===== config.mk =====
export PLATFORM = sky130hd
export DESIGN_NAME = pipeline_hazard_ctrl
export DESIGN_NICKNAME = d
export VERILOG_FILES = /design/src/rtl/pipeline_ctrl_pkg.sv /design/src/rtl/fwd_unit.sv /design/src/rtl/pipeline_hazard_ctrl.sv
export SDC_FILE = /design/constraint.sdc
export NUM_CORES = 1
export LEC_CHECK = 0
export ABC_CLOCK_PERIOD_IN_PS = 3650
export BUFFER_PORTS_ARGS = -buffer_cell sky130_fd_sc_hd__buf_2
export CAP_MARGIN = 20
export CORE_AREA = 5 5 77 79
export DETAILED_ROUTE_END_ITERATION = 12
export DIE_AREA = 0 0 82 84
export GPL_ROUTABILITY_DRIVEN = 0
export PLACE_DENSITY = 0.79
export SYNTH_ARGS = -nofsm -noshare
export SYNTH_HDL_FRONTEND = slang
export SYNTH_SLANG_ARGS = --single-unit
export TNS_END_PERCENT = 5

===== constraint.sdc =====
create_clock -name clk -period 3.65 [get_ports clk]
set_clock_uncertainty 0.1 [all_clocks]
set_input_delay 0.73 -clock clk [delete_from_list [all_inputs] [get_ports clk]]
set_output_delay 0.73 -clock clk [all_outputs]
set_load 0.005 [all_outputs]

===== src/rtl/pipeline_ctrl_pkg.sv =====
// Shared types and constants for the pipeline hazard controller.
// State encoding, forwarding selects and stage control bundles.
package pipeline_ctrl_pkg;

  typedef enum logic {
    RUN      = 1'b0,
    MEM_WAIT = 1'b1
  } state_e;

  localparam logic [1:0] FWD_REG = 2'b00;
  localparam logic [1:0] FWD_IM  = 2'b01;
  localparam logic [1:0] FWD_IW  = 2'b10;

  localparam logic [4:0] REG_ZERO = 5'd0;

  localparam int unsigned TMO_W = 8;

  typedef struct packed {
    logic pc;
    logic if_id;
    logic id_ix;
    logic ix_im;
    logic im_iw;
  } stage_en_t;

  typedef struct packed {
    logic if_id;
    logic id_ix;
    logic ix_im;
    logic im_iw;
  } stage_flush_t;

  localparam stage_en_t    EN_ALL   = '1;
  localparam stage_flush_t FL_NONE  = '0;

endpackage


===== src/rtl/fwd_unit.sv =====
// Operand forwarding select for one IX source register.
// Ports: src, im/iw dest + write flags in; sel out (00 reg, 01 IM, 10 IW).
module fwd_unit
  import pipeline_ctrl_pkg::*;
(
  input  logic [4:0] src,
  input  logic [4:0] im_dest_reg,
  input  logic       im_write_to_reg,
  input  logic [4:0] iw_dest_reg,
  input  logic       iw_write_to_reg,
  output logic [1:0] sel
);

  logic im_hit;
  logic iw_hit;

  assign im_hit = im_write_to_reg
                & (im_dest_reg != REG_ZERO)
                & (im_dest_reg == src);

  assign iw_hit = iw_write_to_reg
                & (iw_dest_reg != REG_ZERO)
                & (iw_dest_reg == src);

  // IM holds the younger result, so it wins over IW.
  always_comb begin
    sel = FWD_REG;
    unique case (1'b1)
      im_hit:            sel = FWD_IM;
      (iw_hit & ~im_hit): sel = FWD_IW;
      default:           sel = FWD_REG;
    endcase
  end

endmodule


===== src/rtl/pipeline_hazard_ctrl.sv =====
// Stall/flush/forwarding controller for the IF/ID/IX/IM/IW pipeline.
// Ports: hazard inputs from ID/IX/IM/IW + dmem; enables, flushes, fwd sels, stats out.
module pipeline_hazard_ctrl
  import pipeline_ctrl_pkg::*;
#(
  parameter int unsigned MEM_TIMEOUT = 64,
  parameter int unsigned CNT_W       = 16
) (
  input  logic             clk,
  input  logic             rst_n,
  input  logic [4:0]       id_rs,
  input  logic [4:0]       id_rt,
  input  logic             id_uses_rs,
  input  logic             id_uses_rt,
  input  logic [4:0]       ix_rs,
  input  logic [4:0]       ix_rt,
  input  logic [4:0]       ix_dest_reg,
  input  logic             ix_write_to_reg,
  input  logic             ix_is_load,
  input  logic             ix_update_pc,
  input  logic [4:0]       im_dest_reg,
  input  logic [4:0]       iw_dest_reg,
  input  logic             im_write_to_reg,
  input  logic             iw_write_to_reg,
  input  logic             dmem_req,
  input  logic             dmem_ready,
  output logic             pc_en,
  output logic             if_id_en,
  output logic             id_ix_en,
  output logic             ix_im_en,
  output logic             im_iw_en,
  output logic             if_id_flush,
  output logic             id_ix_flush,
  output logic             ix_im_flush,
  output logic             im_iw_flush,
  output logic [1:0]       fwd_a_sel,
  output logic [1:0]       fwd_b_sel,
  output logic [CNT_W-1:0] stall_cycles,
  output logic [CNT_W-1:0] flush_events,
  output logic             mem_err
);

  state_e           state_q;
  state_e           state_d;
  logic [TMO_W-1:0] tmo_q;
  logic [TMO_W-1:0] tmo_d;

  logic             wait_req;
  logic             tmo_hit;
  logic             mem_stall;
  logic             lu_match;
  logic             branch;
  logic             load_use;

  stage_en_t        en;
  stage_flush_t     fl;

  logic [1:0]       fa_raw;
  logic [1:0]       fb_raw;

  // A timeout turns the would-be wait cycle into a normal advance.
  assign wait_req  = dmem_req & ~dmem_ready;
  assign tmo_hit   = wait_req
                   & (tmo_q == TMO_W'(MEM_TIMEOUT));
  assign mem_stall = wait_req & ~tmo_hit;

  assign lu_match = ix_is_load
                  & ix_write_to_reg
                  & (ix_dest_reg != REG_ZERO)
                  & ((id_uses_rs & (id_rs == ix_dest_reg))
                   | (id_uses_rt & (id_rt == ix_dest_reg)));

  // A taken branch squashes the dependent ID instruction,
  // so a coincident load-use needs no stall.
  assign branch   = ix_update_pc & ~mem_stall;
  assign load_use = lu_match & ~mem_stall & ~ix_update_pc;

  always_comb begin
    en = EN_ALL;
    fl = FL_NONE;
    unique case (1'b1)
      ~rst_n: begin
        en    = EN_ALL;
        en.pc = 1'b0;
        fl    = '1;
      end
      (rst_n & mem_stall): begin
        en       = '0;
        en.im_iw = 1'b1;
        fl.im_iw = 1'b1;
      end
      (rst_n & branch): begin
        fl.if_id = 1'b1;
        fl.id_ix = 1'b1;
      end
      (rst_n & load_use): begin
        en.pc    = 1'b0;
        en.if_id = 1'b0;
        fl.id_ix = 1'b1;
      end
      default: begin
        en = EN_ALL;
        fl = FL_NONE;
      end
    endcase
  end

  assign pc_en       = en.pc;
  assign if_id_en    = en.if_id;
  assign id_ix_en    = en.id_ix;
  assign ix_im_en    = en.ix_im;
  assign im_iw_en    = en.im_iw;
  assign if_id_flush = fl.if_id;
  assign id_ix_flush = fl.id_ix;
  assign ix_im_flush = fl.ix_im;
  assign im_iw_flush = fl.im_iw;

  fwd_unit u_fwd_a (
    .src             (ix_rs),
    .im_dest_reg     (im_dest_reg),
    .im_write_to_reg (im_write_to_reg),
    .iw_dest_reg     (iw_dest_reg),
    .iw_write_to_reg (iw_write_to_reg),
    .sel             (fa_raw)
  );

  fwd_unit u_fwd_b (
    .src             (ix_rt),
    .im_dest_reg     (im_dest_reg),
    .im_write_to_reg (im_write_to_reg),
    .iw_dest_reg     (iw_dest_reg),
    .iw_write_to_reg (iw_write_to_reg),
    .sel             (fb_raw)
  );

  assign fwd_a_sel = rst_n ? fa_raw : FWD_REG;
  assign fwd_b_sel = rst_n ? fb_raw : FWD_REG;

  // First wait cycle out of RUN restarts the timeout count.
  always_comb begin
    state_d = RUN;
    tmo_d   = '0;
    if (mem_stall) begin
      state_d = MEM_WAIT;
      tmo_d   = (state_q == RUN) ? TMO_W'(1)
                                 : tmo_q + TMO_W'(1);
    end
  end

  always_ff @(posedge clk) begin
    if (!rst_n) begin
      state_q <= RUN;
      tmo_q   <= '0;
    end else begin
      state_q <= state_d;
      tmo_q   <= tmo_d;
    end
  end

  always_ff @(posedge clk) begin
    if (!rst_n) begin
      stall_cycles <= '0;
      flush_events <= '0;
      mem_err      <= 1'b0;
    end else begin
      if (!pc_en && (stall_cycles != '1))
        stall_cycles <= stall_cycles + 1'b1;
      if (branch && (flush_events != '1))
        flush_events <= flush_events + 1'b1;
      if (tmo_hit)
        mem_err <= 1'b1;
    end
  end

endmodule


* Yosys cells after proc, flatten, opt, wreduce, memory -nomap -nowiden
Cells that the tools add are included.
** Word-level totals
- Register bits after elaboration :: 42
- Input bits :: 46
- Word-level logic and storage cells :: 72
** Operators by class
- $add $sub $neg :: 3
- Equality and inequality tests :: 9
- Muxes and demuxes :: 12
- Bitwise operators :: 30
- Reduce and logical (&&, ||, !) cells :: 12
** Operators by type and width (number)
- 16-bit by 1-bit adder with 16-bit output (second input constant) :: 2
- 16-bit inequality test (second input constant) :: 2
- 5-bit equality test :: 6
- 1-bit AND :: 22
- 5-bit nonzero test :: 3
- 2-bit one-hot mux with 2 select lines :: 3
- 8-bit by 1-bit adder with 8-bit output (second input constant) :: 1
- 8-bit by 7-bit equality test with 1-bit output (second input constant) :: 1
- 1-bit inverter :: 7
- 1-bit two-way mux :: 6
- 2-bit OR reduction :: 3
- 2-bit two-way mux :: 2
- 3-bit two-way mux :: 1
- 3-bit AND reduction :: 1
- 3-bit OR reduction :: 1
- 1-bit logical AND :: 2
- 2-bit AND reduction :: 1
- 1-bit logical NOT :: 1
- 1-bit OR :: 1

* Depth between registers and ports, before layout
- Depth in word-level cells :: 13
- Depth in mapped cells :: 8
- Mapped depth without buffers :: 7

* Cells and area by module
Synthesis repeated with hierarchy kept, for this count alone.
** Unflattened totals
- Cells, all modules :: 301
- Area total of the unflattened synthesis :: 2533.7 um^2
** Modules (own cells, without submodules)
- pipeline_hazard_ctrl :: times used 1, cells an instance 261, area an instance 2230.9 um^2, sequential area each 840.8 um^2
- fwd_unit :: times used 2, cells an instance 20, area an instance 151.4 um^2, sequential area each 0.0 um^2

* Worst setup path after synthesis
OpenSTA, ideal clock, no wires.
- Path type :: in2out
- Start :: input port ix_dest_reg[1]
- End :: output port id_ix_flush
- Data arrival time :: 1.840 ns
- Required time :: 2.820 ns
- Setup slack :: 0.980 ns
- Cell stages on the path :: 6
- Path buffers :: 0
- Path through :: or4_1 -> o21ai_1 -> inv_1 -> nand2_1 -> nor2_1 -> or2_2
** On the way
- Longest elaborated chain between the ends :: 9
- Elaborated cells on any way between the ends :: 13
- Those cells by class :: eq/ne (2); mux (1); bitwise (8); reduce/logical (2)
** RTL lines
- start, declared :: RTL line pipeline_hazard_ctrl.sv:17 : input logic [4:0] ix_dest_reg,
- 5-bit equality test, on equally long branches :: RTL line pipeline_hazard_ctrl.sv:70, pipeline_hazard_ctrl.sv:71
- 1-bit AND, on equally long branches :: RTL line pipeline_hazard_ctrl.sv:70, pipeline_hazard_ctrl.sv:71
- 1-bit OR :: RTL line pipeline_hazard_ctrl.sv:71 : | (id_uses_rt & (id_rt == ix_dest_reg)));
- 1-bit AND (*) :: RTL line pipeline_hazard_ctrl.sv:70 : & ((id_uses_rs & (id_rs == ix_dest_reg))
- 1-bit AND (*) (2 in series) :: RTL line pipeline_hazard_ctrl.sv:76 : assign load_use = lu_match & ~mem_stall & ~ix_update_pc;
- 1-bit AND (*) :: RTL line pipeline_hazard_ctrl.sv:96 : (rst_n & load_use): begin
- 3-bit OR reduction (no source line) (*)
- 1-bit two-way mux (*) :: RTL line pipeline_hazard_ctrl.sv:81 : unique case (1'b1)
- end, declared :: RTL line pipeline_hazard_ctrl.sv:33 : output logic id_ix_flush,
Mark *: on every way between the ends. The rest lies on a longest branch, timed or not.

* Worst setup path after layout
Ends and elaborated chain as after synthesis.

==> summary.md <==
| Metric | Value |
|---|---|
| Status | `finished clean` |
| Busiest grt layer | `met2` |
| Area grow syn2layout | `25.2%` |
| CP Data Required Time | `2.82 ns` |
| # resized after CTS | `0` |
| Placed wire-length estimate | `4.68 mm` |
| DIE WIDTH | `82 um` |
| LEAKAGE | `1.28 nW` |
| Hold Path Class | `flip-flop to flip-flop` |
| Synth Warn # | `0` |
| Hold WS | `0.363 ns` |
| Largest net degree at the start of global routing | `30` |
| Critical Path Start Type | `input port` |
| Syn_nets | `343` |
| Synth top area cells | `dfxtp_1, xnor2_1, xor2_1` |
| Period utilisation layout | `81.2%` |
| Tot Pwr | `0.969 mW` |
| Post-synth EDFFs | `0` |
| Critical path's slowest cell | `or4_1` |
| CTS tree | `yes` |
| FFs w/ async S/R, synth | `0%` |
| Initial antenna violation count | `0` |
| Clock Tree Buf Depth | `2` |
| Part of the power in registers | `48.8%` |
| Synth area leader | `dfxtp_1` |
| TritonCTS Buffers | `5` |
| Design internal power | `0.742 mW` |
| Synth top cells by count | `dfxtp_1, xnor2_1, nor2_1` |
| CP Max Fanout | `3` |
| Overflow after GRT | `0` |
| Dpl ws | `0.686 ns` |
| Latest clock arrival within the worst-skew pair | `0.28 ns` |
| Sequential area share after synthesis | `33.8%` |
| Proportion of layout cells with a drive suffix above 1 | `30.7%` |
| Slew margin rel. | `58.8%` |
| Synth Area per Inst | `8.50 sq um` |
| Initial core utilization | `47.2%` |
| Max IR drop VDD | `0.151 mV` |
| # setup viols final | `0` |
| Kind of critical path | `input port to primary output` |
| Sw Share | `23.3%` |
| Seq cells post-synth | `42` |
| Total Nets Final | `434` |
| Critical path, cell by cell | `buf_2, or4_1, o21ai_1, inv_1, nand2_1, nor2_1, or2_2, buf_2` |
| Met2 Use GR | `32.4%` |
| Clk pin slew, worst setup/hold paths | `0.08 ns` |
| Max Fclk | `338 MHz` |
| Core area | `5270 sq um` |
| Cell with the most instances after synthesis | `dfxtp_1` |
| Critical path's largest stage delay | `0.52 ns` |
| Root buffer cell | `clkbuf_8` |
| Max Cap Viol | `0` |
| Gr usage total | `18.0%` |
| Synth unique cells | `42` |
| Vias in the first global route | `2334` |
| Vias | `2419` |
| Row count | `27` |
| CP endpoint kind | `primary output` |
| Worst-margin pin slew | `0.617 ns` |
| First-pass GRT wire length | `10.1 mm` |
| Initial drt markers | `82` |
| Port Buf Inserts | `90` |
| Die ar. | `6890 sq um` |
| Drt drc | `0` |
| P per Cell Area | `311 nW/um^2` |
| Ant. Diodes | `0` |
| Slew Viols, Final | `0` |
| Met1 Use GR | `20.6%` |
| Synth Instances | `293` |
| DR WL/cell | `13.3 um` |
| Final setup TNS | `0 ns` |
| Top-area cell type share of the netlist area | `33.8%` |
| Post-layout min period | `2.96 ns` |
| # Post-CTS Setup Buffers | `0` |
| Clock share of power | `38.1%` |
| Final WL | `6.04 mm` |
| Hold Fails Final Rpt | `0` |
| CTS Sinks | `42` |
| Via/cell ratio | `5.30` |
| 1st-pass router iterations | `4` |
| IO Pins | `92` |
| Logic gate share of total power | `13.2%` |
| Post-synth top flop | `dfxtp_1` |
| Final core occ | `59.1%` |
| Hold_buf cts | `0` |
| Detail Route Antenna Nets | `0` |
| WP data arrival | `2.13 ns` |
| Cell mode on critical path | `buf_2` |
| Routing usage on met3 | `4.75%` |
| Post-route setup slack | `0.687 ns` |
| # H-tree levels | `2` |
| Unrepaired setup endpoints after global routing | `no` |
| Net Sw Power | `0.226 mW` |
| Die Y | `84 um` |
| Cell area after synthesis | `2490 sq um` |
==> worst paths after layout <==
kind	cells after the start	slack [ns]	startpoint	endpoint
setup / recovery	8	0.69	ix_dest_reg[1]	id_ix_flush
hold / removal	1	0.36	state_q	tmo_q[0]
setup reg to reg	7	1.42	stall_cycles[0]	stall_cycles[3]
hold reg to reg	1	0.36	state_q	tmo_q[0]
==> power groups by stage <==
stage               combinational, mW  sequential (mW)  clock (mW)
CTS                             0.129            0.472       0.379
floorplan                      0.0695            0.482           0
global placement                0.124            0.483           0
global route                    0.143            0.474       0.401
finish                          0.127            0.472       0.369
detailed placement              0.128            0.483           0
==> state kept, by name (all words and copies together) (netlist names) <==
signal / flops
tmo_q: 8
flush_events: 16
state_q: 1
stall_cycles: 16
mem_err: 1
==> placed cells by master, fill, tap and decap left out, types with 9 or more instances in the layout <==
cell type,n
inv_1,14
nor2_1,26
xor2_1,21
or3_1,13
a21oi_1,16
buf_2,90
o21ai_1,9
dfxtp_1,42
xnor2_1,28
nand2_1,16
nand3_1,20
==> per-layer routing <==
| metal | part of all wire (%) | vias to the layer above |
|---|---|---|
| met5 | 0 | - |
| met4 | 0.94 | 0 |
| met3 | 9.1 | 4 |
| met2 | 50 | 91 |
| met1 | 40 | 1108 |
| li1 | - | 1216 |
==> cell families (layout without fill, tap and decap cells) <==
| family | Yosys count | count (layout) | synth area share [%] |
|---|---|---|---|
| compound gates | 45 | 45 | 12.0 |
| buf+inv | 23 | 114 | 4.37 |
| flops | 42 | 42 | 33.8 |
| mux | 2 | 2 | 0.804 |
| fa+ha+maj | 4 | 4 | 2.01 |
| simple gates | 127 | 127 | 29.6 |
| xor+xnor | 49 | 49 | 17.2 |
| other cells | 1 | 1 | 0.151 |
==> area by class of cell <==
| cell class | count | area [sq um] |
|---|---|---|
| well taps | 72 | 90.1 |
| clock inverters | 1 | 30.0 |
| clock buffers | 6 | 82.6 |
| inverters | 14 | 52.6 |
| repair buffers | 93 | 473 |
| fillers | 481 | 2150 |
| flip-flops and latches | 42 | 841 |
| multi-input cells | 228 | 1550 |
==> worst max-delay path, delay by kind of cell <==
| kind | cells | cell delay [ns] |
|---|---|---|
| AOI/OAI and AO/OA | 1 | 0.17 |
| buffers and inverters | 3 | 0.32 |
| and+or+nand+nor | 4 | 0.90 |
==> through the flow <==
stage          std cells  instance area, sq um
2_1_floorplan        293                  2490
5_1_grt              456                  3120
4_1_cts              456                  3120
3_3_place_gp         449                  3000
6_report             456                  3120
3_5_place_dp         449                  3000
No activity file was read; power rests on OpenSTA's default activity.
